File: src/rtl/bit_extender_pipe_pkg.sv
// Shared types and mode codes for the immediate extender.
// Decode drives in_mode with these same EXT_* values.
package bit_extender_pipe_pkg;

  typedef enum logic [1:0] {
    EXT_ZERO     = 2'd0,
    EXT_SIGN     = 2'd1,
    EXT_SIGN_SHL = 2'd2,
    EXT_UPPER    = 2'd3
  } ext_mode_e;

  localparam int MODE_W = 2;

endpackage

File: src/rtl/bit_extender_pipe_skid_buffer_2.sv
// Generic 2-entry valid/ready register slice.
// in_ready comes straight from a flop so out_ready never reaches it.
module skid_buffer_2 #(
  parameter int W = 32
) (
  input  logic         clk,
  input  logic         rst_n,
  input  logic         in_valid,
  output logic         in_ready,
  input  logic [W-1:0] in_data,
  output logic         out_valid,
  input  logic         out_ready,
  output logic [W-1:0] out_data
);

  logic         skid_valid;
  logic [W-1:0] skid_data;
  logic         acc;
  logic         drain;

  assign acc      = in_valid & in_ready;
  assign drain    = out_valid & out_ready;
  assign in_ready = !skid_valid;

  // skid only fills while main is stalled, so it is always older than input
  always_ff @(posedge clk or negedge rst_n) begin
    if (!rst_n) begin
      out_valid  <= 1'b0;
      out_data   <= '0;
      skid_valid <= 1'b0;
      skid_data  <= '0;
    end else if (!out_valid || drain) begin
      if (skid_valid) begin
        out_valid  <= 1'b1;
        out_data   <= skid_data;
        skid_valid <= 1'b0;
      end else if (acc) begin
        out_valid <= 1'b1;
        out_data  <= in_data;
      end else begin
        out_valid <= 1'b0;
      end
    end else if (acc) begin
      skid_valid <= 1'b1;
      skid_data  <= in_data;
    end
  end

endmodule

File: src/rtl/bit_extender_pipe.sv
// Registered immediate extender between decode and execute.
// Extension is combinational; only the result is buffered.
module bit_extender_pipe
  import bit_extender_pipe_pkg::*;
#(
  parameter int IN_W  = 7,
  parameter int OUT_W = 32,
  parameter int SHAMT = 2
) (
  input  logic              clk,
  input  logic              rst_n,
  input  logic              in_valid,
  output logic              in_ready,
  input  logic [IN_W-1:0]   in_imm,
  input  logic [MODE_W-1:0] in_mode,
  output logic              out_valid,
  input  logic              out_ready,
  output logic [OUT_W-1:0]  out_imm
);

  // casts avoid zero-width replications when IN_W == OUT_W
  function automatic logic [OUT_W-1:0] extend(
    input logic [IN_W-1:0]   imm,
    input logic [MODE_W-1:0] mode
  );
    logic [OUT_W-1:0] zx;
    logic [OUT_W-1:0] sx;
    zx     = OUT_W'(imm);
    sx     = OUT_W'($signed(imm));
    extend = zx;
    unique case (mode)
      EXT_ZERO:     extend = zx;
      EXT_SIGN:     extend = sx;
      EXT_SIGN_SHL: extend = sx << SHAMT;
      EXT_UPPER:    extend = zx << (OUT_W - IN_W);
    endcase
  endfunction

  logic [OUT_W-1:0] ext;

  assign ext = extend(in_imm, in_mode);

  skid_buffer_2 #(
    .W(OUT_W)
  ) u_skid (
    .clk      (clk),
    .rst_n    (rst_n),
    .in_valid (in_valid),
    .in_ready (in_ready),
    .in_data  (ext),
    .out_valid(out_valid),
    .out_ready(out_ready),
    .out_data (out_imm)
  );

endmodule
File: config.mk
export PLATFORM = sky130hd
export DESIGN_NAME = bit_extender_pipe
export DESIGN_NICKNAME = d
export VERILOG_FILES = /design/src/rtl/bit_extender_pipe_pkg.sv /design/src/rtl/bit_extender_pipe_skid_buffer_2.sv /design/src/rtl/bit_extender_pipe.sv
export SDC_FILE = /design/constraint.sdc
export NUM_CORES = 1
export LEC_CHECK = 0
export ABC_AREA = 1
export BUFFER_PORTS_ARGS = -buffer_cell sky130_fd_sc_hd__buf_4
export CORE_AREA = 2 2 55 70
export CTS_CLUSTER_DIAMETER = 40
export DETAILED_ROUTE_END_ITERATION = 10
export DIE_AREA = 0 0 57 72
export GPL_TIMING_DRIVEN = 0
export PLACE_DENSITY = 0.9
export REMOVE_ABC_BUFFERS = 1
export SYNTH_ARGS = -nofsm -noshare
export SYNTH_HDL_FRONTEND = slang
export SYNTH_SLANG_ARGS = --single-unit
File: constraint.sdc
create_clock -name clk -period 1.9 [get_ports clk]
set_input_delay 0.095 -clock clk [delete_from_list [all_inputs] [get_ports clk]]
set_output_delay 0.095 -clock clk [all_outputs]
set_load 0.01 [all_outputs]
Yosys cells after proc, flatten, opt, wreduce, memory -nomap -nowiden:

Cells that the tools add are included.

* input bits: 13
* output and inout port bits: 34
* register bits after elaboration: 66

* reductions and logical operators: 8
* bitwise operators: 3
* equal/unequal tests: 3
* multiplexer cells: 7

Operator list (number)
* $pmux W32 S4: 1
* $mux W32: 2
* $eq A2 B2 Y1 const B: 2
* $mux W1: 4
* $reduce_and A2 Y1: 2
* $reduce_bool A2 Y1: 2
* $and A1 B1 Y1: 2
* $eq A2 B1 Y1 const B: 1
* $logic_not A1 Y1: 2
* $logic_not A2 Y1: 1
* $logic_or A1 B1 Y1: 1
* $not A1 Y1: 1

Depth between registers and ports, before layout:

Gate-level depths: netlist (run 1).

* depth in word-level cells: 4
* gate-level depth with buffers: 8

Cells and area by module:

Synthesis (run 1) repeated with hierarchy kept, for this count alone.

* cell total of the unflattened synthesis: 429
* area total of the unflattened synthesis: 3228.1 um^2

By module, submodules not included
* skid_buffer_2: times used 1, sequential area each 1651.6 um^2, area each 3026.7 um^2, cells each 390
* bit_extender_pipe: times used 1, sequential area each 0.0 um^2, area each 201.4 um^2, cells each 39

Worst setup path after synthesis (run 1):

Ideal clock, no wire load.

* kind: reg2reg
* from: reg u_skid.skid_valid
* to: reg u_skid.out_data[24]
* data required time: 1.782 ns
* slack: 0.809 ns
* stages on the path, launching flop included: 9
* data arrival time: 0.974 ns
* path buffers: 2
* period minus slack after synthesis: 1.091 ns
* setup time: 0.118 ns
* cell sequence: dfrtp_1 > buf_6 > inv_4 > nand2_4 > nand2_4 > buf_6 > nor2_1 > nand2_1 > nand2_1

* word-level cells in the longest chain between the ends: 4
* elaborated cells on any way between the ends: 5
* those cells by class: mux (1); bitwise (1); reduce/logical (3)

Ends and longest elaborated chain
* from (decl): line bit_extender_pipe_skid_buffer_2.sv:16 `logic skid_valid;`
* from (signal assigned): line bit_extender_pipe_skid_buffer_2.sv:30 `skid_valid <= 1'b0;`
* from (signal assigned): line bit_extender_pipe_skid_buffer_2.sv:36 `skid_valid <= 1'b0;`
* from (signal assigned): line bit_extender_pipe_skid_buffer_2.sv:44 `skid_valid <= 1'b1;`
* $logic_not A1 Y1: line bit_extender_pipe_skid_buffer_2.sv:23 `assign in_ready = !skid_valid;`
* $and A1 B1 Y1: line bit_extender_pipe_skid_buffer_2.sv:21 `assign acc = in_valid & in_ready;`
* $reduce_bool A2 Y1 (no source line)
* $reduce_and A2 Y1 (no source line)
* to (signal assigned): line bit_extender_pipe_skid_buffer_2.sv:35 `out_data <= skid_data;`
* to (signal assigned): line bit_extender_pipe_skid_buffer_2.sv:39 `out_data <= in_data;`
* to (decl): line bit_extender_pipe_skid_buffer_2.sv:13 `output logic [W-1:0] out_data`

Parallel ways exist; a longest one is shown, timed or not.
A chain may end at the register's enable or synchronous reset.

Worst setup path after layout (run 1):

* from: reg u_skid.skid_valid
* to: reg u_skid.skid_data[5]

* word-level cells in the longest chain between the ends: 3

Ends and longest elaborated chain
* $logic_not A1 Y1: line bit_extender_pipe_skid_buffer_2.sv:23
* $and A1 B1 Y1: line bit_extender_pipe_skid_buffer_2.sv:21
* $reduce_and A2 Y1 (no source line)
* to (signal assigned): line bit_extender_pipe_skid_buffer_2.sv:45 `skid_data <= in_data;`
* to (decl): line bit_extender_pipe_skid_buffer_2.sv:17 `logic [W-1:0] skid_data;`

Every way passes these cells.

==> metrics.md, run 1 <==
| Metric | Value |
|---|---|
| # DRC | 0 |
| Status | finished clean |
| Die Area | 4100 um^2 |
| Crit path DAT | roughly 1.9 ns |
| Seq/Total Area, Yosys | between 40% and 50% |
| Initial antenna violation count | 0 |
| Die Height | 72 um |
| Crit-path max cell delay | between 0.5 and 0.6 ns |
| Leak | 1.23 nW |
| Worst-margin pin slew | slightly above 0.5 ns |
| Total Routing Usage GR | 19.0% |
| Startpoint Class | flip-flop |
| Wirelength per Cell | 11.8 um |
| Number of core rows | 24 |
| Slowest stage cell, crit path | dfrtp_1 |
| CP Max Fanout | 26 |
| Syn Area/Cell | 7.96 um^2 |
| H-tree lvl count | 2 |
| Vias in the first global route | 1323 |
| Met2 Routed Length | 1720 um |
| Final hold viol count | 0 |
| Routed WL | 3600 um |
| Setup crit end | u_skid.skid_data[5] |
| Die X | 57 um |
| Global-route wire length before repair | between 6000 and 7000 um |
| Period utilization | 89.6% |
| Placed cell areas | 2080 um^2 |
| Fmax | 587 MHz |
| CP Class | flip-flop to flip-flop |
| Via density | 4.91 |
| Filler instances | between 300 and 400 |
| Slew HR | 66.1% |
| RSZ-0062 raised after global routing | false |
| Synth cell types | 22 |
| Leading area contributor after synthesis | dfrtp_1 |
| DR pass1 iterations | 4 |
| Maximum clock path buffer count | 2 |
| Met1 WL | 1620 um |
| Worst reg2reg endpoint | u_skid.skid_data[5] |
| Final ANT Viol Nets | 0 |
| Starting Density | 54.9% |
| Mapped Cells | roughly 240 |
| Met3 Routed Length | 205 um |
| # diodes | 0 |
| Cell area after layout | 2160 um^2 |
| Top Layer Used | met4 |
| CP cell instances | inv_6 -> nand4_4 -> inv_2 -> o21ai_0 |
| Hold WC Path Type | primary input to flip-flop |
| Final Slew Violations | 0 |
| Vias after detailed routing | about 1500 |
| Synthesized area | between 1500 and 2000 um^2 |
| Area Overhead vs Synth | 15.2% |
| Setup crit start | u_skid.skid_valid |
| Final HPWL DP | ~2500 um |
| Port-buffer cells | 46 |
| GP Congestion | 0.870 |
| Skew-Pair Late Insertion Delay | 0.28 ns |
| CTS root buffer | clkbuf_8 |
| Initial DRC count | 38 |
| Final core occ | 63.2% |
| Required @ worst endpoint | 2.05 ns |
| CTS Buf Count | 5 |
| Final Critical Period | 1.70 ns |
| Nets | 278 |
| Synth area leaders | dfrtp_1, nand2_1, buf_4, nand3_1, nand3_2 |
| Reg clk slew, reported paths | 0.06 ns |
| Total number of yosys warnings | 0 |
| Largest net degree at the start of global routing | 35 |
| Final clock skew | 0.00210 ns |
| Share of post-route cells with drive strength above 1 | 27.2% |
| FF+latch count, synth | 34 |
| TritonCTS clock tree | done |
| Register Area | 851 um^2 |
| Setup violators final | 0 |
| Number of max-cap violations | 0 |
| Io pins | 47 |
| R2R depth | 4 |
| Flop2flop setup slack | between 0.15 and 0.2 ns |
| WHS | 0.155 ns |
| CORE AREA | 3420 um^2 |
| Multi-input gate area | 761 um^2 |
| Worst reg2reg path startpoint | u_skid.skid_valid |
| CP endpoint kind | flip-flop |
| P per Cell Area | around 950 nW/um^2 |
| Total gr overflow | 0 |
| Setup TNS | 0 ns |
| Max VDD drop | between 0.0006 and 0.0007 V |
| Area fraction of the dominant cell type after synthesis | 45.3% |
| Total clock sinks | 34 |
stage by stage:
stage	power [W]	worst slack, ns	cells
5_1_grt	0.00218	0.0622	304
6_report	0.00206	0.197	304
3_3_place_gp	0.00156	0.196	296
3_5_place_dp	0.00159	0.151	296
4_1_cts	0.00208	0.143	304
2_1_floorplan	0.00127	0.308	211
synth_stat cells:
master	number
a21oi_1	6
inv_1	15
nand3_4	1
buf_4	19
nand2_4	3
nor2_1	8
dfrtp_1	34
nand4_4	1
inv_4	1
a21oi_2	1
o21ai_1	1
nand2_1	101
buf_2	2
o21ai_0	9
or2_2	2
o21ai_2	3
nand3_1	14
o211ai_1	2
buf_6	4
inv_2	2
nand2_2	1
nand3_2	6
cells by family (layout without fill, tap and decap cells):
group / count (synthesis) / count (layout) / synth area share [%]
simple gates: 137 / 137 / 33.6
buf+inv: 43 / 72 / 14.2
flops: 34 / 34 / 45.3
compound gates: 22 / 22 / 6.92
routing by layer:
layer | track usage (%) | vias to the layer above
met5 | 0 | -
met4 | 6.98 | 0
met3 | 5.53 | 6
met2 | 29.6 | 42
met1 | 25.4 | 674
li1 | - | 772
what timing repair did:
| action | in CTS | in global routing |
|---|---|---|
| setup endpoints to repair | 0 | 1 |
| hold buffers | 1 | 0 |
| setup buffers | 0 | 0 |
| hold endpoints to repair | 34 | 0 |
| resized for setup | 0 | 1 |
report_power, final:
part	leakage [nW]	switching [W]	internal, W
Combinational	0.766	0.000331	0.000289
Sequential	0.428	0.0000840	0.000863
Clock	0.0383	0.000236	0.000252
Total	1.23	0.000651	0.00140
layout by cell type (no fill, tap or decap), drive strengths merged:
cell	netlist	final
dlygate4sd3	0	1
nand2	105	105
dfrtp	34	34
o21ai	13	13
or2	2	2
nand3	21	21
a21oi	7	7
nand4	1	1
o211ai	2	2
buf	25	46
clkbuf	0	7
inv	18	18
nor2	8	8
critical path: cells and delay by family, from the launching register on:
family / cells / cell delay, ns
and+or+nand+nor: 1 / 0.22
buffers and inverters: 2 / 0.63
DFF: 1 / 0.57
AOI/OAI and AO/OA: 1 / 0.14
final cells by class:
| type | count | area share, % |
|---|---|---|
| multi-input cells | 159 | 35.1 |
| inverters | 18 | 3.35 |
| well taps | 39 | 2.25 |
| clock buffers | 7 | 3.53 |
| repair buffers | 47 | 16.4 |
| flip-flops and latches | 34 | 39.3 |
registers in the layout, summed over array words and instances (netlist names):
signal,count
u_skid.out_valid,1
u_skid.skid_data,16
u_skid.skid_valid,1
u_skid.out_data,16
worst min-delay path by stage:
stage,startpoint,to,cells past startpoint
2_1_floorplan,rst_n,u_skid.out_data[0],0
3_3_place_gp,rst_n,u_skid.out_data[0],1
3_5_place_dp,rst_n,u_skid.out_data[31],1
4_1_cts,in_imm[5],u_skid.skid_data[7],5
5_1_grt,in_imm[5],u_skid.skid_data[7],5
6_report,in_imm[5],u_skid.skid_data[7],5
(Power assumes the default switching activity.)
==> run 2: changes to the inputs <==
Settings changed: CORE_AREA 2 2 55 70 to 2 2 63 80, DIE_AREA 0 0 57 72 to 0 0 65 82, PLACE_DENSITY 0.9 to 0.72.
==> run 2 against run 1 <==
  * Routed wire length increased by 6.6%
  * Power increased by 2.8%
  * Register-to-register slack about the same
  * Combinational power about the same
  * Clock power increased by 11%
  * First-iteration DRC count increased by 92%
  * Sequential power about the same
  * Final area increased by 2.0%
  * Worst setup slack improved by 0.0087 ns
  * Final cell count increased by 7.2%
  * Via count increased by 1.9%
  * Largest power group unchanged
  * Highest routed layer unchanged
==> metrics.md, run 2 (synthesis results as in run 1) <==
| Metric | Value |
|---|---|
| Post-Layout Cell Count | 326 (+7.2%) |
| Number of max-cap violations | 0 (unchanged) |
| Placed insts | 317 (+7.1%) |
| Nets | 278 (unchanged) |
| Wirelength per Cell | 11.8 um (-0.63%) |
| Crit path DAT | 1.87 ns (+0.02 ns) |
| Vias in the first global route | 1470 (+11%) |
| Die Area | 5330 um^2 (+30%) |
| RSZ-0062 raised after global routing | false |
| Io pins | 47 (unchanged) |
| Port-buffer cells | 46 (unchanged) |
| Final HPWL DP | 2630 um (+3.9%) |
| Part of the power in the clock network | 25.7% (+1.9 points) |
| Global-route wire length before repair | 6670 um (+10%) |
| Via density | 4.67 (-4.9%) |
| Register Area | 851 um^2 (unchanged) |
| Skew-Pair Late Insertion Delay | 0.28 ns (about the same) |
| P per Cell Area | 958 nW/um^2 (+0.85%) |
| Vias after detailed routing | 1523 (+1.9%) |
| Final hold viol count | 0 (unchanged) |
| Max VDD drop | 0.000477 V (-28%) |
| Worst-margin pin slew | 0.513 ns (+0.00439 ns) |
| Maximum clock path buffer count | 2 (unchanged) |
| Routed WL | 3830 um (+6.6%) |
| Sequential Power Share | 44.8% (-1.3 points) |
| Reg clk slew, reported paths | 0.07 ns (about the same) |
| Switching part of the total | 31.7% (about the same) |
| CP endpoint kind | flip-flop |
| Fmax | 590 MHz (+0.51%) |
| Period utilization | 89.2% (-0.46 points) |
| Total Routing Usage GR | 16.2% (-2.8 points) |
| # diodes | 0 (unchanged) |
| DR pass1 iterations | 4 (unchanged) |
| Required @ worst endpoint | 2.07 ns (+0.02 ns) |
| Largest net degree at the start of global routing | 35 (unchanged) |
| Cell Int Power | 0.00144 W (+2.8%) |
| CP Max Fanout | 27 (+3.8%) |
| # DRC | 0 (unchanged) |
| Hold WC Path Type | primary input to flip-flop |
| Most frequent cells in the layout | nand2_1, buf_4, dfrtp_1, inv_1, nand3_1 |
| Placed cell areas | 2100 um^2 (+1.3%) |
| GP Congestion | 0.820 (-5.7%) |
| Filler instances | 466 (+43%) |
| Startpoint Class | flip-flop |
| Final Slew Violations | 0 (unchanged) |
| Setup TNS | 0 ns (unchanged) |
| TritonCTS clock tree | done |
| Final clock skew | 0.00254 ns (+0.000445 ns) |
| Leak | 1.24 nW (+0.75%) |
| Initial antenna violation count | 0 (unchanged) |
| CTS Buf Count | 5 (unchanged) |
| Cell area after layout | 2210 um^2 (+2.0%) |
| H-tree lvl count | 2 (unchanged) |
| Final Critical Period | 1.69 ns (-0.00869 ns) |
| Largest regs | u_skid.out_data x16, u_skid.skid_data x16 |
| Most common cell after layout, fill and taps aside | nand2_1 |
| Status | finished clean |
| Die X | 65 um (+14%) |
| Starting Density | 40.9% (-14 points) |
| CTS root buffer | clkbuf_8 |
| Slew HR | 65.8% (-0.29 points) |
| Final ANT Viol Nets | 0 (unchanged) |
| Multi-input gate area | 761 um^2 (unchanged) |
| Flop2flop setup slack | 0.21 ns (about the same) |
| Die Height | 82 um (+14%) |
| CORE AREA | 4590 um^2 (+34%) |
| CP Class | flip-flop to flip-flop |
| Total gr overflow | 0 (unchanged) |
| Psw | 0.000669 W (+2.8%) |
| Comb power frac | 29.4% (-0.8 points) |
| Setup violators final | 0 (unchanged) |
| Share of post-route cells with drive strength above 1 | 27.8% (+0.65 points) |
| Number of core rows | 28 (+17%) |
| Total clock sinks | 34 (unchanged) |
| Initial DRC count | 73 (+92%) |
| Area Overhead vs Synth | 17.4% |
==> run 2: cell types whose count changed in the layout (fill, tap and decap cells not counted), sizes merged <==
cell,change
clkinv,+2
inv,-1
==> run 2: layout make-up <==
class / count / share of cell area (%)
sequential: 34 / 38.5
multi-input combinational: 159 / 34.5
timing repair buffer: 47 / 16.1
clock buffer: 7 / 3.91
tap: 60 / 3.40
inverter: 18 / 3.34
clock inverter: 1 / 0.227
==> run 2: worst max-delay path, stage by stage, from the launching register on <==
cell      delay [ns]
dfrtp_1         0.57
inv_6           0.30
nand2_4         0.08
nand2_4         0.25
inv_1           0.18
o211ai_1        0.12
nand2_1         0.06
==> run 2: stage by stage <==
step / setup slack [ns] / util [%] / power [W] / hold slack, ns
floorplan: 0.308 / - / 0.00127 / -0.201
global placement: 0.154 / 45.8 / 0.00157 / 0.0713
detailed placement: 0.137 / 45.8 / 0.00159 / 0.0716
CTS: 0.114 / 48.0 / 0.00214 / 0.145
global route: 0.0232 / 48.1 / 0.00226 / 0.146
finish: 0.206 / 48.1 / 0.00211 / 0.149
==> run 2: metal layers <==
layer | up-vias | share of wire, % | routed length, um | global-route usage (%)
met5 | - | 0 | 0 | 0
met4 | 0 | 1.8 | 68 | 8.09
met3 | 7 | 4.0 | 154 | 2.88
met2 | 32 | 47 | 1820 | 27.0
met1 | 705 | 47 | 1790 | 20.3
li1 | 779 | - | - | -
==> run 2: final timing paths <==
path,depth (start not counted),to,from
max,6,u_skid.out_data[1],u_skid.skid_valid
min,3,u_skid.skid_data[1],in_imm[1]
max reg2reg,6,u_skid.out_data[1],u_skid.skid_valid
min reg2reg,2,u_skid.skid_data[4],u_skid.skid_data[4]
max in group asynchronous,2,u_skid.skid_data[30],rst_n
min in group asynchronous,2,u_skid.skid_data[31],rst_n
==> run 2: timing repair <==
item / CTS / global route
hold endpoints to repair: 34 / 0
setup buffers: 0 / 0
gates resized for setup: 0 / 2
hold buffers: 1 / 0
endpoints found under the setup margin: 0 / 12
==> run 2: power by group through the flow <==
| stage | Sequential, W | Combinational, W | Clock (W) |
|---|---|---|---|
| floorplan | 0.00102 | 0.000250 | 0 |
| global placement | 0.000955 | 0.000616 | 0 |
| detailed placement | 0.000961 | 0.000628 | 0 |
| CTS | 0.000949 | 0.000633 | 0.000562 |
| global route | 0.000967 | 0.000694 | 0.000600 |
| finish | 0.000948 | 0.000622 | 0.000544 |
